## config.mk

```make
export PLATFORM = sky130hd
export DESIGN_NAME = pc_seq_unit
export DESIGN_NICKNAME = d
export VERILOG_FILES = /design/src/rtl/pc_seq_pkg.sv /design/src/rtl/pc_ras.sv /design/src/rtl/pc_seq_unit.sv
export SDC_FILE = /design/constraint.sdc
export NUM_CORES = 1
export LEC_CHECK = 0
export ABC_AREA = 1
export CAP_MARGIN = 20
export CELL_PAD_IN_SITES_DETAIL_PLACEMENT = 0
export CELL_PAD_IN_SITES_GLOBAL_PLACEMENT = 1
export CORE_MARGIN = 2
export CORE_UTILIZATION = 41
export DETAILED_ROUTE_END_ITERATION = 10
export GPL_TIMING_DRIVEN = 0
export PLACE_DENSITY_LB_ADDON = 0.3
export REMOVE_ABC_BUFFERS = 1
export SLEW_MARGIN = 10
export SYNTH_ARGS = -nofsm -noshare
export SYNTH_HDL_FRONTEND = slang
export SYNTH_SLANG_ARGS = --single-unit
```

## constraint.sdc

```tcl
create_clock -name clock -period 4.7 [get_ports clock]
set_input_delay 0.94 -clock clock [delete_from_list [all_inputs] [get_ports clock]]
set_output_delay 0.94 -clock clock [all_outputs]
set_load 0.02 [all_outputs]
```

## src/rtl/pc_seq_pkg.sv

```systemverilog
// Shared op encodings and default widths for the program-counter sequencer.
package pc_seq_pkg;

  typedef enum logic [2:0] {
    PC_OP_HOLD   = 3'd0,
    PC_OP_INC    = 3'd1,
    PC_OP_BR_REL = 3'd2,
    PC_OP_JMP    = 3'd3,
    PC_OP_CALL   = 3'd4,
    PC_OP_RET    = 3'd5
  } pc_op_e;

  localparam int DEF_PC_W      = 6;
  localparam int DEF_OFF_W     = 6;
  localparam int DEF_RAS_DEPTH = 4;
  localparam int DEF_RESET_VEC = 0;

endpackage

```

## src/rtl/pc_ras.sv

```systemverilog
// Return-address LIFO: push is ignored when full, pop is ignored when empty;
// the fill count never wraps.
module pc_ras #(
  parameter int WIDTH = 6,
  parameter int DEPTH = 4
) (
  input  logic                       clock,
  input  logic                       reset,
  input  logic                       push,
  input  logic                       pop,
  input  logic [WIDTH-1:0]           push_data,
  output logic [WIDTH-1:0]           top_data,
  output logic                       full,
  output logic                       empty,
  output logic [$clog2(DEPTH+1)-1:0] count
);

  localparam int CNT_W = $clog2(DEPTH + 1);
  localparam int AW    = (DEPTH > 1) ? $clog2(DEPTH) : 1;

  logic [WIDTH-1:0] mem [2**AW];
  logic [AW-1:0]    wr_idx;
  logic [AW-1:0]    rd_idx;

  assign full     = (count == CNT_W'(DEPTH));
  assign empty    = (count == '0);
  assign wr_idx   = AW'(count);
  assign rd_idx   = AW'(count - CNT_W'(1));
  assign top_data = mem[rd_idx];

  always_ff @(posedge clock or posedge reset) begin
    if (reset) begin
      count <= '0;
    end else if (push && !full) begin
      count <= count + CNT_W'(1);
    end else if (pop && !empty) begin
      count <= count - CNT_W'(1);
    end
  end

  // Storage is deliberately unreset; only entries below count are ever read.
  always_ff @(posedge clock) begin
    if (push && !full) begin
      mem[wr_idx] <= push_data;
    end
  end

endmodule

```

## src/rtl/pc_seq_unit.sv

```systemverilog
// Program counter with increment, relative branch, jump, call/return and a RAS.
// Breakpoint halt logic is built only when PC_BREAKPOINT_EN is defined.
module pc_seq_unit
  import pc_seq_pkg::*;
#(
  parameter int PC_W      = DEF_PC_W,
  parameter int OFF_W     = DEF_OFF_W,
  parameter int RAS_DEPTH = DEF_RAS_DEPTH,
  parameter int RESET_VEC = DEF_RESET_VEC
) (
  input  logic                           clock,
  input  logic                           reset,
  input  logic                           run,
  input  logic                           c3,
  input  logic [2:0]                     pc_op,
  input  logic [PC_W-1:0]                pc_target,
  input  logic [OFF_W-1:0]               br_offset,
  input  logic                           clr_err,
  input  logic                           bp_en,
  input  logic [PC_W-1:0]                bp_addr,
  input  logic                           resume,
  output logic [PC_W-1:0]                pc_reg,
  output logic [$clog2(RAS_DEPTH+1)-1:0] ras_count,
  output logic                           ras_ovf,
  output logic                           ras_unf,
  output logic                           halted
);

  logic                   upd;
  logic                   do_op;
  logic                   bp_hit;
  logic                   halted_q;
  logic                   ras_push;
  logic                   ras_pop;
  logic                   ras_full;
  logic                   ras_empty;
  logic                   set_ovf;
  logic                   set_unf;
  logic [PC_W-1:0]        ras_top;
  logic [PC_W-1:0]        pc_inc;
  logic [PC_W-1:0]        pc_next;
  logic signed [PC_W-1:0] off_ext;

  assign pc_inc  = pc_reg + PC_W'(1);
  assign off_ext = PC_W'($signed(br_offset));
  assign upd     = run && c3 && !halted_q;
  assign do_op   = upd && !bp_hit;

  pc_ras #(
    .WIDTH (PC_W),
    .DEPTH (RAS_DEPTH)
  ) u_ras (
    .clock     (clock),
    .reset     (reset),
    .push      (ras_push),
    .pop       (ras_pop),
    .push_data (pc_inc),
    .top_data  (ras_top),
    .full      (ras_full),
    .empty     (ras_empty),
    .count     (ras_count)
  );

  // A CALL into a full stack still jumps; a RET from an empty stack falls through.
  always_comb begin
    pc_next  = pc_reg;
    ras_push = 1'b0;
    ras_pop  = 1'b0;
    set_ovf  = 1'b0;
    set_unf  = 1'b0;
    if (do_op) begin
      case (pc_op)
        PC_OP_INC:    pc_next = pc_inc;
        PC_OP_BR_REL: pc_next = pc_inc + off_ext;
        PC_OP_JMP:    pc_next = pc_target;
        PC_OP_CALL: begin
          pc_next  = pc_target;
          ras_push = !ras_full;
          set_ovf  = ras_full;
        end
        PC_OP_RET: begin
          if (ras_empty) begin
            pc_next = pc_inc;
            set_unf = 1'b1;
          end else begin
            pc_next = ras_top;
            ras_pop = 1'b1;
          end
        end
        default: pc_next = pc_reg;
      endcase
    end
  end

  always_ff @(posedge clock or posedge reset) begin
    if (reset) begin
      pc_reg  <= PC_W'(RESET_VEC);
      ras_ovf <= 1'b0;
      ras_unf <= 1'b0;
    end else begin
      pc_reg <= pc_next;
      if (set_ovf) begin
        ras_ovf <= 1'b1;
      end else if (run && clr_err) begin
        ras_ovf <= 1'b0;
      end
      if (set_unf) begin
        ras_unf <= 1'b1;
      end else if (run && clr_err) begin
        ras_unf <= 1'b0;
      end
    end
  end

`ifdef PC_BREAKPOINT_EN
  logic bp_skip;

  assign bp_hit = upd && bp_en && (pc_reg == bp_addr) && !bp_skip;

  // After resume the breakpoint stays disarmed until the PC actually moves.
  always_ff @(posedge clock or posedge reset) begin
    if (reset) begin
      halted_q <= 1'b0;
      bp_skip  <= 1'b0;
    end else if (halted_q) begin
      if (run && resume) begin
        halted_q <= 1'b0;
        bp_skip  <= 1'b1;
      end
    end else if (bp_hit) begin
      halted_q <= 1'b1;
    end else if (pc_next != pc_reg) begin
      bp_skip <= 1'b0;
    end
  end
`else
  logic unused_bp;

  assign unused_bp = ^{bp_en, bp_addr, resume};
  assign bp_hit    = 1'b0;
  assign halted_q  = 1'b0;
`endif

  assign halted = halted_q;

endmodule

```

==> metrics.txt <==
Post-DP Area=between 2000 and 2500 um2; leading area contributor after synthesis=edfxtp_1; Initial DRC Count=approximately 120; synth warn=0; Post-DRT Antenna Nets=0; outcome=finished, final reports clean; worst-path maximum fanout=17; Max VDD drop=~220 uV; Setup Skew=about 0.0068 ns; ys flop type=edfxtp_1; Synth top area share=roughly a third; crit path max-delay cell type=dfrtp_1; post-route cell area=between 2000 and 3000 um2; cts hold-fix bufs=0; I/O pin count=40; RSZ-0062 raised after global routing=false; Die H=75.2 um; share of cells above drive strength 1=approximately 8.3%; CP Buf/Inv Count=2; drt total wl=approximately 4.5 mm; Port Buf Inserts=30; Synth Cell Area=around 2100 um2; ys async rst share=a little under a third; Leakage=1.10 nW; Hold Path Class=reg -> reg; Slew headroom=between 50 and 60%; most frequent cells after synthesis=58 x nand2_1, 27 x inv_1, 26 x nor2_1; largest net degree at the start of global routing=18; clock root buffer=clkbuf_8; Via density=4.85; fillers=494; Crit path required time=about 4.6 ns; CP Class=reg -> reg; Final WS setup=around 2.0 ns; placed insts=around 340; final setup violation count=0; Register Area=approximately 1000 um2; core box area=just under 5000 um2; via count=~1,700; highest clock rate=between 300 and 400 MHz; most common cell in the netlist=nand2_1; Final GP Congestion=between 0.8 and 0.9; pre-CTS WS=roughly 1.9 ns; Max Root-Sink Buffers=2; drt first pass iters=4; htree depth=2; max cap viols=0; top post-synthesis cells by area=edfxtp_1 35%, dfrtp_1 13%, nand2_1 10%; total grt overflow=0; Die X=between 70 and 80 um; Startpoint Class=register; fin util=52.3%; #FFs+latches synth=35; clk sinks=35; DRC viols=0; crit end category=register; antenna violations before repair=0; post-CTS sizing=0; Worst-path clk slew=around 0.07 ns; fin nets=316; max reg flops=24; post-DP HPWL=around 3.5 mm; crit-path cells=inv_2 > ha_1 > ha_1 > nor3_2 > inv_2 > nor2_1; gr usage total=19.1%; sequential share of the synthesized area=a little under half; Cell variety after synth=29; crit path DAT=between 2 and 3 ns; # Post-CTS Setup Buffers=0; wire length per cell=13.2 um; Finished Layout Cells=~340; Avg Cell Area, Syn=between 8 and 9 um2; Rows=25; setup_tns=0 ns; Final Slew Violations=0; layout overhead on the synthesized area=21.2%; area of the multi-input gates=935 um2; Total Die Area=5660 um2; Fin. Hold Viols=0; Starting Density=between 40% and 50%; Min Clock Period, post-route=~2.7 ns; Worst Max-Slew Pin Slew=0.601 ns; cells after synthesis=~240; delay-heaviest family, CP=flip-flops; Post-synth EDFFs=24; final period utilization=between 50% and 60%; first-pass GRT wire length=roughly 7.9 mm; ant diodes=0; total CTS buffers=5; Pwr per Cell Area=between 500 and 600 nW/um2; CTS tree=built; vias in the first global route=about 1,700; CP peak stage delay=~0.73 ns; Skew-Pair Late Insertion Delay=between 0.2 and 0.3 ns
tightest hold or removal path, delay by kind of cell, from the launching register on:
kind,cells,cell delay [ns]
simple gates,1,0.05
compound gates,1,0.06
flops,1,0.35
kinds of logic after synthesis:
family | Yosys count | synth area share (%)
flops | 35 | 47.9
buf+inv | 37 | 7.16
simple gates | 117 | 25.7
fa+ha+maj | 13 | 8.18
other cells | 1 | 0.180
xor+xnor | 5 | 2.11
compound gates | 34 | 8.79
power by group:
group          leakage [nW]  internal, mW  switching [mW]
Clock                0.0422         0.104           0.103
Combinational         0.707         0.244           0.378
Sequential            0.349         0.398          0.0623
layer usage:
metal / vias to the layer above / track usage (%) / routed length (um)
li1: 861 / - / -
met1: 752 / 25.9 / 2090
met2: 42 / 29.9 / 2140
met3: 8 / 3.61 / 161
met4: 0 / 8.77 / 123
met5: - / 0 / 0
cell type report:
cell class / instances / area share (%)
multi-input combinational: 170 / 37.1
inverter: 33 / 4.92
timing repair buffer: 30 / 11.9
sequential: 35 / 39.5
tap: 67 / 3.33
clock inverter: 1 / 0.199
clock buffer: 7 / 3.03
cell usage in the layout (no fill, tap or decap), types with 2 or more instances in the layout:
cell type | netlist | final
nand3_1 | 17 | 17
edfxtp_1 | 24 | 24
o21ai_0 | 14 | 14
dfrtp_1 | 11 | 11
nor2_1 | 26 | 26
nand2_1 | 58 | 58
clkbuf_1 | 0 | 2
xor2_1 | 3 | 3
ha_1 | 12 | 12
clkdlybuf4s50_1 | 0 | 30
nand4_1 | 3 | 3
xnor2_1 | 2 | 2
nand2_2 | 3 | 3
nor2_4 | 2 | 2
a21oi_1 | 12 | 12
inv_1 | 27 | 27
clkbuf_8 | 0 | 5
nand3_2 | 4 | 4
inv_2 | 6 | 6
o21ai_1 | 4 | 4
path summary, 6_finish.rpt:
check | start | to | slack [ns] | cells after the start
max in group asynchronous | reset | u_ras.count[1] | 3.45 | 2
hold / removal | ras_unf | ras_unf | 0.49 | 2
setup / recovery | u_ras.count[0] | u_ras.mem[2][4] | 2.02 | 6
hold reg to reg | ras_unf | ras_unf | 0.49 | 2
setup reg to reg | u_ras.count[0] | u_ras.mem[2][4] | 2.02 | 6
min in group asynchronous | reset | pc_reg[2] | 0.95 | 2
through the flow:
step / hold slack (ns) / total power [mW]
after floorplan: 0.585 / 0.878
after global placement: 0.481 / 1.08
after detailed placement: 0.486 / 1.09
after CTS: 0.501 / 1.30
after global routing: 0.526 / 1.42
final: 0.493 / 1.29
(Power assumes the default switching activity.)
